$ cat src/rtl/siso_tx_ctrl_pkg.sv
// Shared types and constants for the two-requester serial transmit controller.
package siso_pkg;
  localparam int NREQ = 2;

  typedef enum logic [1:0] {
    IDLE,
    SHIFT,
    GAP
  } state_t;
endpackage

$ cat src/rtl/siso_tx_ctrl_if.sv
// Handshake and serial-output bundle between the producers/sink and siso_tx_ctrl.
interface siso_tx_ctrl_if
  import siso_pkg::*;
#(
  parameter int WIDTH = 4
);
  logic [NREQ-1:0]  in_valid;
  logic [NREQ-1:0]  in_ready;
  logic [WIDTH-1:0] in_data0;
  logic [WIDTH-1:0] in_data1;
  logic             sout;
  logic             sout_valid;
  logic             frame_start;
  logic             frame_end;
  logic             owner;
  logic             busy;

  modport master (
    output in_valid, in_data0, in_data1,
    input  in_ready, sout, sout_valid, frame_start, frame_end, owner, busy
  );

  modport slave (
    input  in_valid, in_data0, in_data1,
    output in_ready, sout, sout_valid, frame_start, frame_end, owner, busy
  );
endinterface

$ cat src/rtl/siso_tx_ctrl_arb.sv
// Two-way round-robin arbiter; the pointer moves past the winner on each advance.
module rr_arb2
  import siso_pkg::*;
(
  input  logic            clk,
  input  logic            rst,
  input  logic [NREQ-1:0] req,
  input  logic            adv,
  output logic [NREQ-1:0] gnt
);
  // ptr = 1 means requester 1 wins a tie
  logic ptr;

  always_comb begin
    gnt = '0;
    case (req)
      2'b01:   gnt = 2'b01;
      2'b10:   gnt = 2'b10;
      2'b11:   gnt = ptr ? 2'b10 : 2'b01;
      default: gnt = '0;
    endcase
  end

  always_ff @(posedge clk or negedge rst) begin
    if (!rst)     ptr <= 1'b0;
    else if (adv) ptr <= gnt[0];
  end
endmodule

$ cat src/rtl/siso_tx_ctrl.sv
// Round-robin two-requester loader feeding a right-shifting SISO register,
// LSB first, with framing strobes and a programmable idle gap per frame.
module siso_tx_ctrl
  import siso_pkg::*;
#(
  parameter int WIDTH = 4,
  parameter int GAP   = 1
)(
  input  logic           clk,
  input  logic           rst,
  siso_tx_ctrl_if.slave  bus
);
  localparam int CW = (WIDTH > 1) ? $clog2(WIDTH) : 1;

  state_t           state;
  logic [WIDTH-1:0] sreg;
  logic [CW-1:0]    cnt;
  logic             own;
  logic [NREQ-1:0]  gnt;
  logic [NREQ-1:0]  acc;
  logic             last;
  logic             shifting;
  logic             gap_done;

  rr_arb2 u_arb (
    .clk (clk),
    .rst (rst),
    .req (bus.in_valid),
    .adv (|acc),
    .gnt (gnt)
  );

  // Grants are only visible in IDLE and are forced low throughout reset
  assign bus.in_ready = (rst && state == IDLE) ? gnt : '0;
  assign acc          = bus.in_valid & bus.in_ready;
  assign last         = (cnt == CW'(WIDTH - 1));
  assign shifting     = (state == SHIFT);

  generate
    if (GAP > 0) begin : g_gap
      localparam int GCW = $clog2(GAP + 1);
      logic [GCW-1:0] gcnt;

      always_ff @(posedge clk or negedge rst) begin
        if (!rst)                         gcnt <= '0;
        else if (state == siso_pkg::GAP)  gcnt <= gcnt + 1'b1;
        else                              gcnt <= '0;
      end

      assign gap_done = (gcnt == GCW'(GAP - 1));
    end else begin : g_nogap
      assign gap_done = 1'b1;
    end
  endgenerate

  always_ff @(posedge clk or negedge rst) begin
    if (!rst) begin
      state <= IDLE;
      sreg  <= '0;
      cnt   <= '0;
      own   <= 1'b0;
    end else begin
      case (state)
        IDLE: begin
          if (|acc) begin
            sreg  <= acc[1] ? bus.in_data1 : bus.in_data0;
            own   <= acc[1];
            cnt   <= '0;
            state <= SHIFT;
          end
        end
        SHIFT: begin
          sreg <= sreg >> 1;
          cnt  <= cnt + 1'b1;
          if (last) state <= (GAP > 0) ? siso_pkg::GAP : IDLE;
        end
        siso_pkg::GAP: begin
          if (gap_done) state <= IDLE;
        end
        default: state <= IDLE;
      endcase
    end
  end

  assign bus.sout        = shifting & sreg[0];
  assign bus.sout_valid  = shifting;
  assign bus.frame_start = shifting && (cnt == '0);
  assign bus.frame_end   = shifting && last;
  assign bus.owner       = own;
  assign bus.busy        = (state != IDLE);
endmodule

$ cat src/flat_wrapper.sv
// flat-port wrapper written by rule: the top's interface ports become plain ports
module siso_tx_ctrl_flat import siso_pkg::*;
#(
  parameter int WIDTH = 4,
  parameter int GAP   = 1
)
  (clk, rst, bus_in_valid, bus_in_data0, bus_in_data1, bus_in_ready, bus_sout, bus_sout_valid, bus_frame_start, bus_frame_end, bus_owner, bus_busy);
  siso_tx_ctrl_if #(.WIDTH(WIDTH)) bus_i ();
  input  logic clk;
  input  logic rst;
  input wire logic [$bits(bus_i.in_valid)-1:0] bus_in_valid;
  input wire logic [$bits(bus_i.in_data0)-1:0] bus_in_data0;
  input wire logic [$bits(bus_i.in_data1)-1:0] bus_in_data1;
  output wire logic [$bits(bus_i.in_ready)-1:0] bus_in_ready;
  output wire logic [$bits(bus_i.sout)-1:0] bus_sout;
  output wire logic [$bits(bus_i.sout_valid)-1:0] bus_sout_valid;
  output wire logic [$bits(bus_i.frame_start)-1:0] bus_frame_start;
  output wire logic [$bits(bus_i.frame_end)-1:0] bus_frame_end;
  output wire logic [$bits(bus_i.owner)-1:0] bus_owner;
  output wire logic [$bits(bus_i.busy)-1:0] bus_busy;
  assign bus_i.in_valid = bus_in_valid;
  assign bus_i.in_data0 = bus_in_data0;
  assign bus_i.in_data1 = bus_in_data1;
  assign bus_in_ready = bus_i.in_ready;
  assign bus_sout = bus_i.sout;
  assign bus_sout_valid = bus_i.sout_valid;
  assign bus_frame_start = bus_i.frame_start;
  assign bus_frame_end = bus_i.frame_end;
  assign bus_owner = bus_i.owner;
  assign bus_busy = bus_i.busy;
  siso_tx_ctrl #(.WIDTH(WIDTH), .GAP(GAP)) u_core (.clk(clk), .rst(rst), .bus(bus_i));
endmodule
$ cat config.mk
export PLATFORM = sky130hd
export DESIGN_NAME = siso_tx_ctrl_flat
export DESIGN_NICKNAME = d
export VERILOG_FILES = /design/src/rtl/siso_tx_ctrl_pkg.sv /design/src/rtl/siso_tx_ctrl_if.sv /design/src/rtl/siso_tx_ctrl_arb.sv /design/src/rtl/siso_tx_ctrl.sv /design/src/flat_wrapper.sv
export SDC_FILE = /design/constraint.sdc
export NUM_CORES = 1
export LEC_CHECK = 0
export ABC_AREA = 1
export CAP_MARGIN = 40
export CORE_UTILIZATION = 47
export CTS_BUF_LIST = sky130_fd_sc_hd__clkbuf_16
export DETAILED_ROUTE_END_ITERATION = 16
export GPL_TIMING_DRIVEN = 0
export HOLD_SLACK_MARGIN = 0.12
export MAX_ROUTING_LAYER = met4
export PLACE_DENSITY = 0.8
export RECOVER_POWER = 50
export SYNTH_ARGS = -nofsm -noshare
export SYNTH_HDL_FRONTEND = slang
export SYNTH_SLANG_ARGS = --single-unit
$ cat constraint.sdc
create_clock -name clk -period 2.4 [get_ports clk]
set_input_delay 0.24 -clock clk [delete_from_list [all_inputs] [get_ports clk]]
set_output_delay 0.24 -clock clk [all_outputs]
set_load 0.05 [all_outputs]
---- Yosys cells after proc, flatten, opt, wreduce, memory -nomap -nowiden ----
Index checks and enable logic that the tools add are counted.
W data, S select, Z words.
storage, ports and cells
  register bits ........................... 11
  logic and storage cells ................. 43
  input bits .............................. 12
  output and inout bits ................... 8
cells by class
  reductions and logical operators ........ 11
  $add $sub $neg .......................... 2
  bitwise gates (word level) .............. 2
  mux-type cells .......................... 13
  equality and inequality tests ........... 9
operator list
  kind                   count
  $mux W2                6
  $pmux W2 S3            2
  $eq A2 B2 Y1 const B   4
  $mux W4                2
  $pmux W4 S2            1
  $eq A2 B1 Y1 const B   2
  $logic_not A2 Y1       2
  $ne A2 B2 Y1 const B   2
  $pmux W2 S2            1
  $reduce_and A2 Y1      2
  $reduce_bool A2 Y1     2
  $logic_and A1 B1 Y1    3
  $reduce_and A3 Y1      1
  $add A2 B1 Y2 const B  1
  $and A2 B2 Y2          1
  $ne A2 B1 Y1 const B   1
  $reduce_or A2 Y1       1
  $add A1 B1 Y1 const B  1
  $and A1 B1 Y1          1
  $mux W1                1

---- Depth between registers and ports, before layout ----
Gate-level depths: netlist of the first run.
  depth in word-level cells ............... 7
  mapped depth ............................ 8
  gate-level depth less buffers ........... 8

---- Cells and area by module ----
Synthesis of the first run repeated with hierarchy kept, for this count alone.
second synthesis, totals
  cell total of the unflattened synthesis .. 86
  area total of the unflattened synthesis .. 640.6 µm²
modules (own cells, without submodules)
  module        sequential area each (µm²)  times used  area an instance (µm²)  cells each
  siso_tx_ctrl  250.2                       1           578.1                   77
  rr_arb2       25.0                        1           62.6                    9

---- Worst setup path before layout of the first run ----
OpenSTA, ideal clock, no wires.
  path kind ............................... register -> register
  from .................................... reg u_core.state[1]
  to ...................................... reg u_core.state[1]
  slack ................................... 856 ps
  setup time .............................. 69 ps
  period minus slack after synthesis ...... 1,544 ps
  data required time ...................... 2,331 ps
  cell stages (with the launch flop) ...... 5
  buffers on the path ..................... 0
  data arrival time ....................... 1,475 ps
  cell sequence ........................... dfrtp_1 inv_2 nand2_2 nor2_1 a31o_2
on the way
  word-level cells in the longest chain between the ends .. 7
  elaborated cells between the ends (all ways) .. 12
  those cells by class .................... 5 x eq/ne; 2 x mux; 1 x bitwise; 4 x reduce/logical
RTL lines
  element                             line                                    text
  start, declared                     siso_tx_ctrl.sv:15                      state_t state;
  start signal, assigned              siso_tx_ctrl.sv:75                      if (last) state <= (GAP > 0) ? siso_pkg::GAP : IDLE;
  $logic_not A2 Y1                    siso_tx_ctrl.sv:34, siso_tx_ctrl.sv:63
  $logic_and A1 B1 Y1                 siso_tx_ctrl.sv:34                      assign bus.in_ready = (rst && state == IDLE) ? gnt : '0;
  $mux W2                             siso_tx_ctrl.sv:34
  $and A2 B2 Y2                       siso_tx_ctrl.sv:35                      assign acc = bus.in_valid & bus.in_ready;
  $reduce_or A2 Y1                    siso_tx_ctrl.sv:65                      if (|acc) begin
  $ne A2 B2 Y1 (no source line)       --
  $reduce_and A3 Y1 (no source line)  --
Several ways; a longest one is shown, not always the timed one.
A chain may end at the register's enable or synchronous reset.

---- Final worst setup path of the first run ----
  from .................................... in bus_in_valid[1]
  to ...................................... out bus_in_ready[1]
on the way
  word-level cells in the longest chain between the ends .. 3
  elaborated cells between the ends (all ways) .. 5
  those cells by class .................... 3 x eq/ne; 2 x mux
RTL lines
  element                                       line                    text
  start, declared                               flat_wrapper.sv:11      input wire logic [$bits(bus_i.in_valid)-1:0] bus_in_valid;
  $eq A2 B2 Y1 or $eq A2 B1 Y1 (tied branches)  siso_tx_ctrl_arb.sv:16  case (req)
  $pmux W2 S3 (*)                               siso_tx_ctrl_arb.sv:16
  $mux W2 (*)                                   siso_tx_ctrl.sv:34
  end, declared                                 flat_wrapper.sv:14      output wire logic [$bits(bus_i.in_ready)-1:0] bus_in_ready;
Mark *: on every way between the ends. The rest lies on a longest branch, timed or not.

==> qor.csv, run 1 <==
stage;metric;value;unit
global_routing;grt_use_met1;23.4;%
logic_synthesis;synth.most_common_cell;nand2_1;
layout;layout-drive-gt1-share;11.4;%
drt;dr.pass1.iters;3;
drt;via_per_inst;4.80;
pwr;p_int;723;µW
worst_setup_path;crit_type;primary input to output pin;
floorplanning;dieHeight;39.1;µm
clock_network;root_buffer;clkbuf_16;
sta;finalHoldViolCount;0;
place;place.port_buffers;19;
logic_synthesis;synth_top_area_share;42.6;%
sta;relSlewSlack;66.3;%
global_routing;grt_use_met3;9.25;%
global_routing;grt_pass1_wl;2030;µm
floorplanning;ios;20;
logic_synthesis;synthCells;81;
pwr;pwr-share-comb;53.3;%
layout;antennaDiodeCount;0;
worst_setup_path;path_common_cell;clkdlybuf4s50_1;
clock_network;clk_pin_slew_worst_paths;40;ps
logic_synthesis;syn_nets;95;
logic_synthesis;synthTopCellsByCount;nand2_1 (20), inv_1 (15), dfrtp_1 (11), nand3_1 (8), nor2_1 (6);
floorplanning;die_w;39.1;µm
sta;fin_skew;1.93;ps
drt;post_drt_wl_per_cell;11.6;µm
sta;fin_ws;179;ps
logic_synthesis;yosys-top-cells-area;dfrtp_1 (43%), nand2_1 (12%), inv_1 (8.7%);
logic_synthesis;ys_seq_elements;11;
logic_synthesis;synth-async-reset-ratio;100;%
drt;ant_nets;0;
worst_setup_path;cp.arrival;1980;ps
drt;drc;0;
clock_network;htree_levels;1;
clock_network;clk_path_buf_depth;2;
clock_network;worstSkewPairLatency;240;ps
pwr;power_switching;599;µW
pwr;power.leakage;0.000508;µW
place;dp_slack;-353;ps
clock_network;cts_buffers;3;
layout;syn2layout_area_growth;45.2;%
global_routing;grt_overflow;0;
logic_synthesis;avgSynthCellArea;7.97;µm²
logic_synthesis;synth-seq-area-share;42.6;%
worst_setup_path;path_max_fanout;6;
sta;setup_viol;0;
sta;max_freq;450;MHz
floorplanning;num_rows;12;
layout;layout.nets;120;
drt;detailroute.via_count;571;
global_routing;grt_pass1_vias;490;
sta;post-route-min-period;2220;ps
global_routing;antenna_found_initial;0;
logic_synthesis;yosysTopAreaCell;dfrtp_1;
pwr;finalPower;1320;µW
logic_synthesis;synth_cell_types;18;
logic_synthesis;yosysWarnings;0;
drt;wl;1380;µm
place;gp_congestion;0.718;
outcome;outcome;complete, no violations;
pwr;irDropWorstVdd;971;µV
global_routing;grt_usage;22.2;%
logic_synthesis;syn_area;646;µm²
clock_network;cts_setup_buffers;0;
logic_synthesis;synthFlopType;dfrtp_1;
place;hpwl;1020;µm
worst_setup_path;worstPathCellList;clkdlybuf4s50_1 -> a21boi_4 -> nand2_4 -> inv_1 -> clkdlybuf4s50_1;
drt;drtIter0Drc;11;
worst_setup_path;r2r_setup_slack;1140;ps
global_routing;grt_busiest_layer;met2;
floorplanning;core_area;1190;µm²
pwr;clockPowerShare;22.6;%
pwr;power_density;1410;nW/µm²
layout;fin_util;79.0;%
min_path;hold_class;flip-flop to flip-flop;
global_routing;grt.met2_usage;34.6;%
pwr;seqPwrFrac;24.1;%
clock_network;cts_num_sinks;11;
floorplanning;start_util;54.4;%
sta;timing.final.crit_share;92.5;%
worst_setup_path;required;2160;ps
worst_setup_path;start_kind;primary input;
sta;rsz0062_at_grt;no;
sta;fin_setup_tns;0;ps
worst_setup_path;cp_slowest_cell;clkdlybuf4s50_1;
sta;maxSlewViolCount;0;
clock_network;cts_tree;yes;
floorplanning;dieArea;1530;µm²
worst_setup_path;crit_path_end_kind;output pin;
logic_synthesis;synth_edf_count;0;
worst_setup_path;cpPeakStageDelay;790;ps
pwr;swShare;45.3;%
sta;worstMarginPinSlew;504;ps
global_routing;grt_max_degree;12;
flow_run;maxCapViolations;0;
sta;finalHoldWorstSlack;429;ps
layout by cell type (no fill, tap or decap):
| cell | Yosys | layout |
|---|---|---|
| o21ai_1 | 1 | 1 |
| a21boi_4 | 1 | 1 |
| clkbuf_16 | 0 | 3 |
| nor2_8 | 1 | 1 |
| o21ai_0 | 3 | 3 |
| ha_1 | 2 | 2 |
| nand3b_1 | 2 | 2 |
| nand2_4 | 2 | 2 |
| dfrtp_1 | 11 | 11 |
| inv_2 | 3 | 2 |
| nand2_1 | 20 | 20 |
| a21oi_1 | 1 | 1 |
| nor2_1 | 6 | 6 |
| dlygate4sd3_1 | 0 | 1 |
| o211ai_1 | 0 | 1 |
| clkdlybuf4s50_1 | 0 | 18 |
| nor3_1 | 1 | 1 |
| clkdlybuf4s25_1 | 0 | 1 |
| inv_1 | 15 | 17 |
| a31o_2 | 1 | 1 |
| nand3_1 | 8 | 8 |
| nand2_2 | 2 | 2 |
final timing paths:
check                                             from                      endpoint  cells past startpoint
max in group asynchronous                          rst     u_core.cnt[1]$_DFFE_PN0P_                      2
setup reg to reg           u_core.state[0]$_DFFE_PN0P_    u_core.sreg[1]$_DFFE_PN0P_                      6
hold / removal             u_core.g_gap.gcnt$_DFF_PN0_   u_core.g_gap.gcnt$_DFF_PN0_                      1
setup / recovery                       bus_in_valid[1]               bus_in_ready[1]                      5
hold reg to reg            u_core.g_gap.gcnt$_DFF_PN0_   u_core.g_gap.gcnt$_DFF_PN0_                      1
min in group asynchronous                          rst  u_core.u_arb.ptr$_DFFE_PN0P_                      2
worst max-delay path, delay by kind of cell:
| kind | cells | cell delay [ps] |
|---|---|---|
| AND/OR/NAND/NOR | 1 | 90 |
| AO/OA/AOI/OAI | 1 | 260 |
| buffers and inverters | 3 | 1380 |
metrics by stage:
stage / std cells / instance area (µm²)
after floorplan: 81 / 646
after global placement: 114 / 853
after detailed placement: 114 / 853
after CTS: 119 / 943
after global routing: 119 / 937
final: 119 / 937
what timing repair did:
action / CTS / global route
hold endpoints to repair: 11 / 0
setup endpoints to repair: 2 / 0
hold buffers: 1 / 0
gates resized for setup: 3 / 0
power groups by stage:
stage               clock network (µW)  logic (µW)  registers (µW)
floorplan                            0         490             341
global placement                     0         694             319
detailed placement                   0         708             321
CTS                                304         712             320
global route                       316         770             326
finish                             299         705             318
metal layers:
layer,part of all wire [%],vias up
met3,5.3,2
met2,48,13
li1,-,300
met5,0,-
met1,45,256
met4,1.7,0
layout make-up:
cell class | instances | area (µm²)
Clock inverter | 1 | 3.75
Multi-Input combinational cell | 52 | 298
Clock buffer | 3 | 75.1
Tap cell | 14 | 17.5
Timing Repair Buffer | 20 | 200
Fill cell | 88 | 249
Inverter | 18 | 67.6
Sequential cell | 11 | 275
flip-flops by register name, indices dropped and copies added (netlist names):
signal	count
u_core.state	2
u_core.bus.owner	1
u_core.cnt	2
u_core.sreg	4
u_core.g_gap.gcnt	1
u_core.u_arb.ptr	1
kinds of logic (layout without fill, tap and decap cells):
| logic type | count (synthesis) | after routing | share of synthesized area (%) |
|---|---|---|---|
| AO/OA/AOI/OAI | 8 | 8 | 10.1 |
| AND/OR/NAND/NOR | 42 | 42 | 32.9 |
| adder cells (fa/ha/maj) | 2 | 2 | 3.88 |
| buffers and inverters | 18 | 42 | 10.5 |
| flip-flops | 11 | 11 | 42.6 |
No activity file was read; power rests on OpenSTA's default activity.
==> run 2: changes to the inputs <==
- ABC_AREA: 1 -> unset
- CORE_AREA: unset -> 2 2 39 41
- CORE_UTILIZATION: 47 -> unset
- CTS_CLUSTER_DIAMETER: unset -> 100
- DIE_AREA: unset -> 0 0 41 43
- PLACE_DENSITY: 0.8 -> 0.78
==> qor.csv, run 2 <==
stage;metric;value;unit;change
global_routing;grt_pass1_vias;496;;was 490
worst_setup_path;crit_family;buffers and inverters;;unchanged
global_routing;grt_max_degree;12;;unchanged
logic_synthesis;synthTopCellsByCount;dfrtp_1 (11), a21oi_1 (6), o21ai_1 (6), inv_1 (4), nand2_1 (4);;was nand2_1 (20), inv_1 (15), dfrtp_1 (11), nand3_1 (8), nor2_1 (6)
sta;setup_viol;0;;unchanged
clock_network;clk_path_buf_depth;2;;unchanged
flow_run;maxCapViolations;0;;unchanged
drt;post_drt_wl_per_cell;12.8;µm;was 11.6 µm
clock_network;cts_setup_buffers;0;;unchanged
floorplanning;dieArea;1760;µm²;was 1530 µm²
layout;fin_util;64.6;%;was 79.0%
sta;relSlewSlack;37.4;%;was 66.3%
logic_synthesis;synth-async-reset-ratio;100;%;unchanged
sta;fin_skew;1.61;ps;was 1.93 ps
drt;drc;0;;unchanged
drt;dr_wl_met2;574;µm;was 666 µm
clock_network;cts_buffers;3;;unchanged
worst_setup_path;worstPathCellList;clkdlybuf4s50_1 -> o21ai_4 -> nor3_1 -> clkdlybuf4s50_1;;was clkdlybuf4s50_1 -> a21boi_4 -> nand2_4 -> inv_1 -> clkdlybuf4s50_1
floorplanning;die_w;41;µm;was 39.1 µm
sta;max_freq;439;MHz;was 450 MHz
global_routing;grt_overflow;0;;unchanged
sta;fin_ws;124;ps;was 179 ps
floorplanning;ios;20;;unchanged
pwr;power.leakage;0.000410;µW;was 0.000508 µW
layout;layout_commonest_cell;clkdlybuf4s50_1;;was nand2_1
logic_synthesis;avgSynthCellArea;9.88;µm²;was 7.97 µm²
min_path;hold_class;flip-flop to flip-flop;;unchanged
layout;layout-drive-gt1-share;11.9;%;was 11.4%
logic_synthesis;synth_cell_types;21;;was 18
place;gp_congestion;0.719;;was 0.718
worst_setup_path;rr_worst_depth;3;;was 6
sta;rsz0062_at_grt;no;;unchanged
worst_setup_path;cp.arrival;2040;ps;was 1980 ps
pwr;clockPowerShare;24.4;%;was 22.6%
worst_setup_path;cpPeakStageDelay;850;ps;was 790 ps
floorplanning;num_rows;14;;was 12
pwr;pwr-share-comb;48.2;%;was 53.3%
floorplanning;dieHeight;43;µm;was 39.1 µm
clock_network;worstSkewPairLatency;240;ps;about the same
worst_setup_path;crit_cells;4;;was 5
layout;finalNonFillerCells;100;;was 119
drt;ant_nets;0;;unchanged
logic_synthesis;yosys-top-cells-area;dfrtp_1 (46%), a21oi_1 (5.1%), mux2i_1 (5.1%);;was dfrtp_1 (43%), nand2_1 (12%), inv_1 (8.7%)
layout;top_register;u_core.sreg;;unchanged
logic_synthesis;synth-seq-area-share;46.4;%;was 42.6%
worst_setup_path;start_kind;primary input;;unchanged
outcome;outcome;complete, no violations;;unchanged
layout;fillCellCount;126;;was 88
logic_synthesis;ys_seq_elements;11;;unchanged
global_routing;antenna_found_initial;0;;unchanged
worst_setup_path;crit_path_end_kind;output pin;;unchanged
pwr;seqPwrFrac;27.4;%;was 24.1%
layout;mostFrequentLayoutCells;clkdlybuf4s50_1 (18), dfrtp_1 (11), a21oi_1 (6);;was nand2_1 (20), clkdlybuf4s50_1 (18), inv_1 (17)
floorplanning;start_util;42.9;%;was 54.4%
logic_synthesis;yosysTopAreaCell;dfrtp_1;;unchanged
drt;via_per_inst;5.23;;was 4.80
layout;design_area;893;µm²;was 937 µm²
layout;largest_reg_flops;4;;unchanged
place;place.port_buffers;19;;unchanged
clock_network;root_buffer;clkbuf_16;;unchanged
global_routing;grt_usage;18.5;%;was 22.2%
drt;drt-met1-wl;596;µm;was 617 µm
layout;multiInputGateArea;292;µm²;was 298 µm²
sta;finalHoldWorstSlack;444;ps;was 429 ps
sta;finalHoldViolCount;0;;unchanged
logic_synthesis;synth_edf_count;0;;unchanged
logic_synthesis;yosysWarnings;0;;unchanged
layout;top_regs;u_core.sreg: 4 flops, u_core.cnt: 2 flops, u_core.state: 2 flops;;unchanged
sta;timing.final.crit_share;94.8;%;was 92.5%
worst_setup_path;crit_path_start;bus_in_valid[1];;unchanged
pwr;power_switching;544;µW;was 599 µW
logic_synthesis;synthCells;60;;was 81
pwr;irDropWorstVdd;747;µV;was 971 µV
floorplanning;core_area;1380;µm²;was 1190 µm²
sta;worstMarginPinSlew;930;ps;was 504 ps
place;dp_slack;-322;ps;was -353 ps
place;postPlaceCellArea;803;µm²;was 853 µm²
clock_network;cts_tree;yes;;unchanged
min_path;min_path_cells;1;;unchanged
logic_synthesis;synth_top_area_share;46.4;%;was 42.6%
worst_setup_path;crit_buf_inv;2;;was 3
clock_network;htree_levels;1;;unchanged
logic_synthesis;syn_nets;74;;was 95
worst_setup_path;rr_startpoint;u_core.state[1]$_DFFE_PN0P_;;was u_core.state[0]$_DFFE_PN0P_
layout;antennaDiodeCount;0;;unchanged
sta;post-route-min-period;2280;ps;was 2220 ps
drt;dr.pass1.iters;4;;was 3
clock_network;clk_pin_slew_worst_paths;40;ps;about the same
pwr;power_density;1410;nW/µm²;about the same
pwr;swShare;43.2;%;was 45.3%
layout;layout.nets;99;;was 120
place;hpwl;922;µm;was 1020 µm
logic_synthesis;synthFlopType;dfrtp_1;;unchanged
place;dp_cells;95;;was 114
logic_synthesis;synth.most_common_cell;dfrtp_1;;was nand2_1
worst_setup_path;path_max_fanout;5;;was 6
pwr;p_int;717;µW;was 723 µW
global_routing;grt_pass1_wl;2020;µm;was 2030 µm
layout;final-seq-area;275;µm²;unchanged
worst_setup_path;crit_type;primary input to output pin;;unchanged
sta;maxSlewViolCount;0;;unchanged
min_path;min_from;u_core.g_gap.gcnt$_DFF_PN0_;;unchanged
clock_network;cts_num_sinks;11;;unchanged
logic_synthesis;syn_area;593;µm²;was 646 µm²
drt;drtIter0Drc;3;;was 11
drt;routed.top_layer;met4;;unchanged
worst_setup_path;r2r_setup_slack;840;ps;was 1140 ps
worst_setup_path;path_common_cell;clkdlybuf4s50_1;;unchanged
layout;syn2layout_area_growth;50.6;%;was 45.2%
drt;detailroute.via_count;523;;was 571
worst_setup_path;cp_slowest_cell;clkdlybuf4s50_1;;unchanged
drt;wl_met3;67;µm;was 73 µm
worst_setup_path;required;2160;ps;about the same
drt;wl;1280;µm;was 1380 µm
## run 2: cell count changes in the layout (fill, tap and decap cells not counted), sizes merged, moves of 2 or more
cell and change:
a21oi +5, nand3 -6, o21a +2, inv -12, nand2 -19, a22o +3, nand3b -2, nor2 -5
o21ai +3, mux2i +3, and2 +3
## run 2: what timing repair did
action / in CTS / in global routing
endpoints found under the setup margin: 2 / 0
hold buffers: 1 / 0
hold endpoints to repair: 11 / 0
gates resized for setup: 3 / 0
## run 2: final cells by class
type,instances,share of cell area (%)
sequential,11,30.8
clock inverter,1,0.560
timing repair buffer,20,22.4
clock buffer,3,8.40
inverter,7,2.94
multi-input combinational,42,32.6
tap,16,2.24
## run 2: per-stage QoR
stage	setup TNS (ps)	total power (µW)
6_report	0	1260
5_1_grt	0	1340
4_1_cts	0	1280
3_5_place_dp	-476	960
3_3_place_gp	-415	942
2_1_floorplan	0	768
## run 2: metal layers
metal | up-vias | global-route usage, %
li1 | 259 | -
met2 | 14 | 25.3
met3 | 5 | 6.28
met4 | 0 | 14.0
met5 | - | -
met1 | 245 | 21.4
## run 2: cell families after synthesis
group	synth area share, %
AOI/OAI and AO/OA	23.6
adders and majority gates	4.22
buffers and inverters	4.43
DFF	46.4
muxes	6.96
and+or+nand+nor	14.3
## run 2: final timing paths
kind	end
setup reg to reg	u_core.sreg[3]$_DFFE_PN0P_
hold / removal	u_core.g_gap.gcnt$_DFF_PN0_
setup / recovery	bus_in_ready[1]
min in group asynchronous	u_core.u_arb.ptr$_DFFE_PN0P_
max in group asynchronous	u_core.sreg[2]$_DFFE_PN0P_
hold reg to reg	u_core.g_gap.gcnt$_DFF_PN0_
## run 2: power groups by stage
| stage | clock network, µW | registers (µW) | logic, µW |
|---|---|---|---|
| global placement | 0 | 342 | 599 |
| global route | 321 | 357 | 659 |
| CTS | 313 | 345 | 618 |
| floorplan | 0 | 360 | 408 |
| detailed placement | 0 | 347 | 613 |
| finish | 308 | 345 | 608 |
==> run 3: changes to the inputs <==
==> constraint.sdc (replaced) <==
create_clock -name clk -period 2.4 [get_ports clk]
set_input_delay 0.6 -clock clk [delete_from_list [all_inputs] [get_ports clk]]
set_output_delay 0.6 -clock clk [all_outputs]
set_load 0.05 [all_outputs]
==> qor.csv, run 3 (same netlist as run 2, synthesis figures left out) <==
stage;metric;value;unit;change
outcome;outcome;complete, no violations;;unchanged
layout;multiInputGateArea;303;µm²;was 292 µm²
drt;drc;0;;unchanged
sta;max_freq;434;MHz;was 439 MHz
layout;layout.nets;99;;unchanged
layout;layout_commonest_cell;dfrtp_1;;was clkdlybuf4s50_1
clock_network;root_buffer;clkbuf_16;;unchanged
layout;layout-drive-gt1-share;17.9;%;was 11.9%
sta;finalHoldViolCount;0;;unchanged
layout;final-seq-area;275;µm²;unchanged
global_routing;grt_usage;17.3;%;was 18.5%
floorplanning;num_rows;14;;unchanged
sta;post-route-min-period;2300;ps;was 2280 ps
place;place.port_buffers;19;;unchanged
worst_setup_path;rr_startpoint;u_core.state[1]$_DFFE_PN0P_;;unchanged
drt;ant_nets;0;;unchanged
layout;fin_util;64.1;%;was 64.6%
drt;dr_wl_met2;582;µm;was 574 µm
clock_network;clk_path_buf_depth;2;;unchanged
sta;timing.final.crit_share;95.9;%;was 94.8%
floorplanning;core_area;1380;µm²;unchanged
drt;drtIter0Drc;6;;was 3
floorplanning;dieHeight;43;µm;unchanged
sta;setup_viol;0;;unchanged
layout;top_register;u_core.sreg;;unchanged
place;gp_congestion;0.711;;was 0.719
drt;drt-met1-wl;569;µm;was 596 µm
drt;wl_met3;69;µm;was 67 µm
floorplanning;die_w;41;µm;unchanged
pwr;power_density;1390;nW/µm²;was 1410 nW/µm²
drt;via_per_inst;5.03;;was 5.23
clock_network;clk_pin_slew_worst_paths;40;ps;about the same
worst_setup_path;rr_worst_depth;3;;unchanged
global_routing;grt_max_degree;15;;was 12
floorplanning;ios;20;;unchanged
sta;relSlewSlack;36.5;%;was 37.4%
layout;antennaDiodeCount;0;;unchanged
worst_setup_path;crit_type;flip-flop to output pin;;was primary input to output pin
clock_network;worstSkewPairLatency;230;ps;was 240 ps
sta;rsz0062_at_grt;no;;unchanged
worst_setup_path;path_max_fanout;9;;was 5
pwr;power.leakage;0.000446;µW;was 0.000410 µW
layout;largest_reg_flops;4;;unchanged
worst_setup_path;start_kind;flip-flop;;was primary input
global_routing;grt_overflow;0;;unchanged
layout;syn2layout_area_growth;49.6;%;was 50.6%
drt;detailroute.via_count;503;;was 523
min_path;hold_class;primary input to asynchronous set/reset pin;;was flip-flop to flip-flop
floorplanning;dieArea;1760;µm²;unchanged
worst_setup_path;required;1800;ps;was 2160 ps
clock_network;cts_tree;yes;;unchanged
sta;maxSlewViolCount;0;;unchanged
layout;mostFrequentLayoutCells;dfrtp_1 (11), clkdlybuf4s50_1 (10), a21oi_1 (6);;was clkdlybuf4s50_1 (18), dfrtp_1 (11), a21oi_1 (6)
floorplanning;start_util;42.9;%;unchanged
drt;post_drt_wl_per_cell;12.3;µm;was 12.8 µm
drt;dr.pass1.iters;4;;unchanged
worst_setup_path;crit_path_end_kind;output pin;;unchanged
clock_network;cts_num_sinks;11;;unchanged
sta;finalHoldWorstSlack;228;ps;was 444 ps
worst_setup_path;crit_path_start;u_core.state[1]$_DFFE_PN0P_;;was bus_in_valid[1]
sta;worstMarginPinSlew;943;ps;was 930 ps
place;hpwl;890;µm;was 922 µm
global_routing;grt_pass1_vias;471;;was 496
drt;wl;1230;µm;was 1280 µm
sta;fin_skew;2.00;ps;was 1.61 ps
drt;routed.top_layer;met4;;unchanged
clock_network;cts_buffers;3;;unchanged
layout;fillCellCount;124;;was 126
global_routing;grt_pass1_wl;2010;µm;was 2020 µm
layout;top_regs;u_core.sreg: 4 flops, u_core.cnt: 2 flops, u_core.state: 2 flops;;unchanged
flow_run;maxCapViolations;0;;unchanged
clock_network;htree_levels;1;;unchanged
global_routing;antenna_found_initial;0;;unchanged
clock_network;cts_hold_buffers;0;;was 1
worst_setup_path;cp.arrival;1700;ps;was 2040 ps
pwr;irDropWorstVdd;837;µV;was 747 µV
run 3: power by group:
| group | total (µW) | internal, µW | leakage [µW] | switching, µW |
|---|---|---|---|---|
| sequential | 348 | 266 | 0.000138 | 82.2 |
| combinational | 587 | 209 | 0.000265 | 378 |
| clock | 298 | 218 | 0.0000423 | 79.5 |
| total | 1230 | 694 | 0.000446 | 540 |
run 3: layer usage:
layer	vias to the layer above	track usage [%]
li1	261	-
met1	229	22.0
met2	11	24.7
met3	2	6.28
met4	0	6.00
met5	-	-
run 3: final timing paths:
path	endpoint	slack [ps]
worst max-delay path	bus_frame_start	100
worst min-delay path	u_core.sreg[3]$_DFFE_PN0P_	230
worst max register to register	u_core.sreg[3]$_DFFE_PN0P_	880
worst min register to register	u_core.g_gap.gcnt$_DFF_PN0_	460
max in group asynchronous	u_core.bus.owner$_DFFE_PN0P_	2010
min in group clk	u_core.g_gap.gcnt$_DFF_PN0_	460
run 3: cell type report:
type | instances | area share (%)
clock inverter | 1 | 0.423
multi-input combinational | 42 | 34.1
sequential | 11 | 31.0
clock buffer | 3 | 8.46
timing repair buffer | 20 | 20.7
tap | 16 | 2.26
inverter | 7 | 2.96
run 3: through the flow:
stage,setup TNS (ps),total power [µW],std cells,area [µm²],worst slack [ps]
3_3_place_gp,-2030,946,95,808,-1020
6_report,0,1230,100,887,97.9
4_1_cts,0,1240,99,880,0.981
5_1_grt,0,1310,100,887,23.0
3_5_place_dp,-2040,959,95,808,-1010
2_1_floorplan,0,771,60,598,151
run 3: worst max-delay path, stage by stage, from the launching register on:
cell and delay [ps]:
dfrtp_1 460, inv_2 130, nand2_4 70, inv_2 140
and2_1 140, dlygate4sd2_1 520
run 3: timing repair:
item | in CTS | in global routing
buffers inserted | 0 | 1
setup endpoints to repair | 6 | 4
pin swaps | 1 | 1
gates resized for setup | 18 | 8
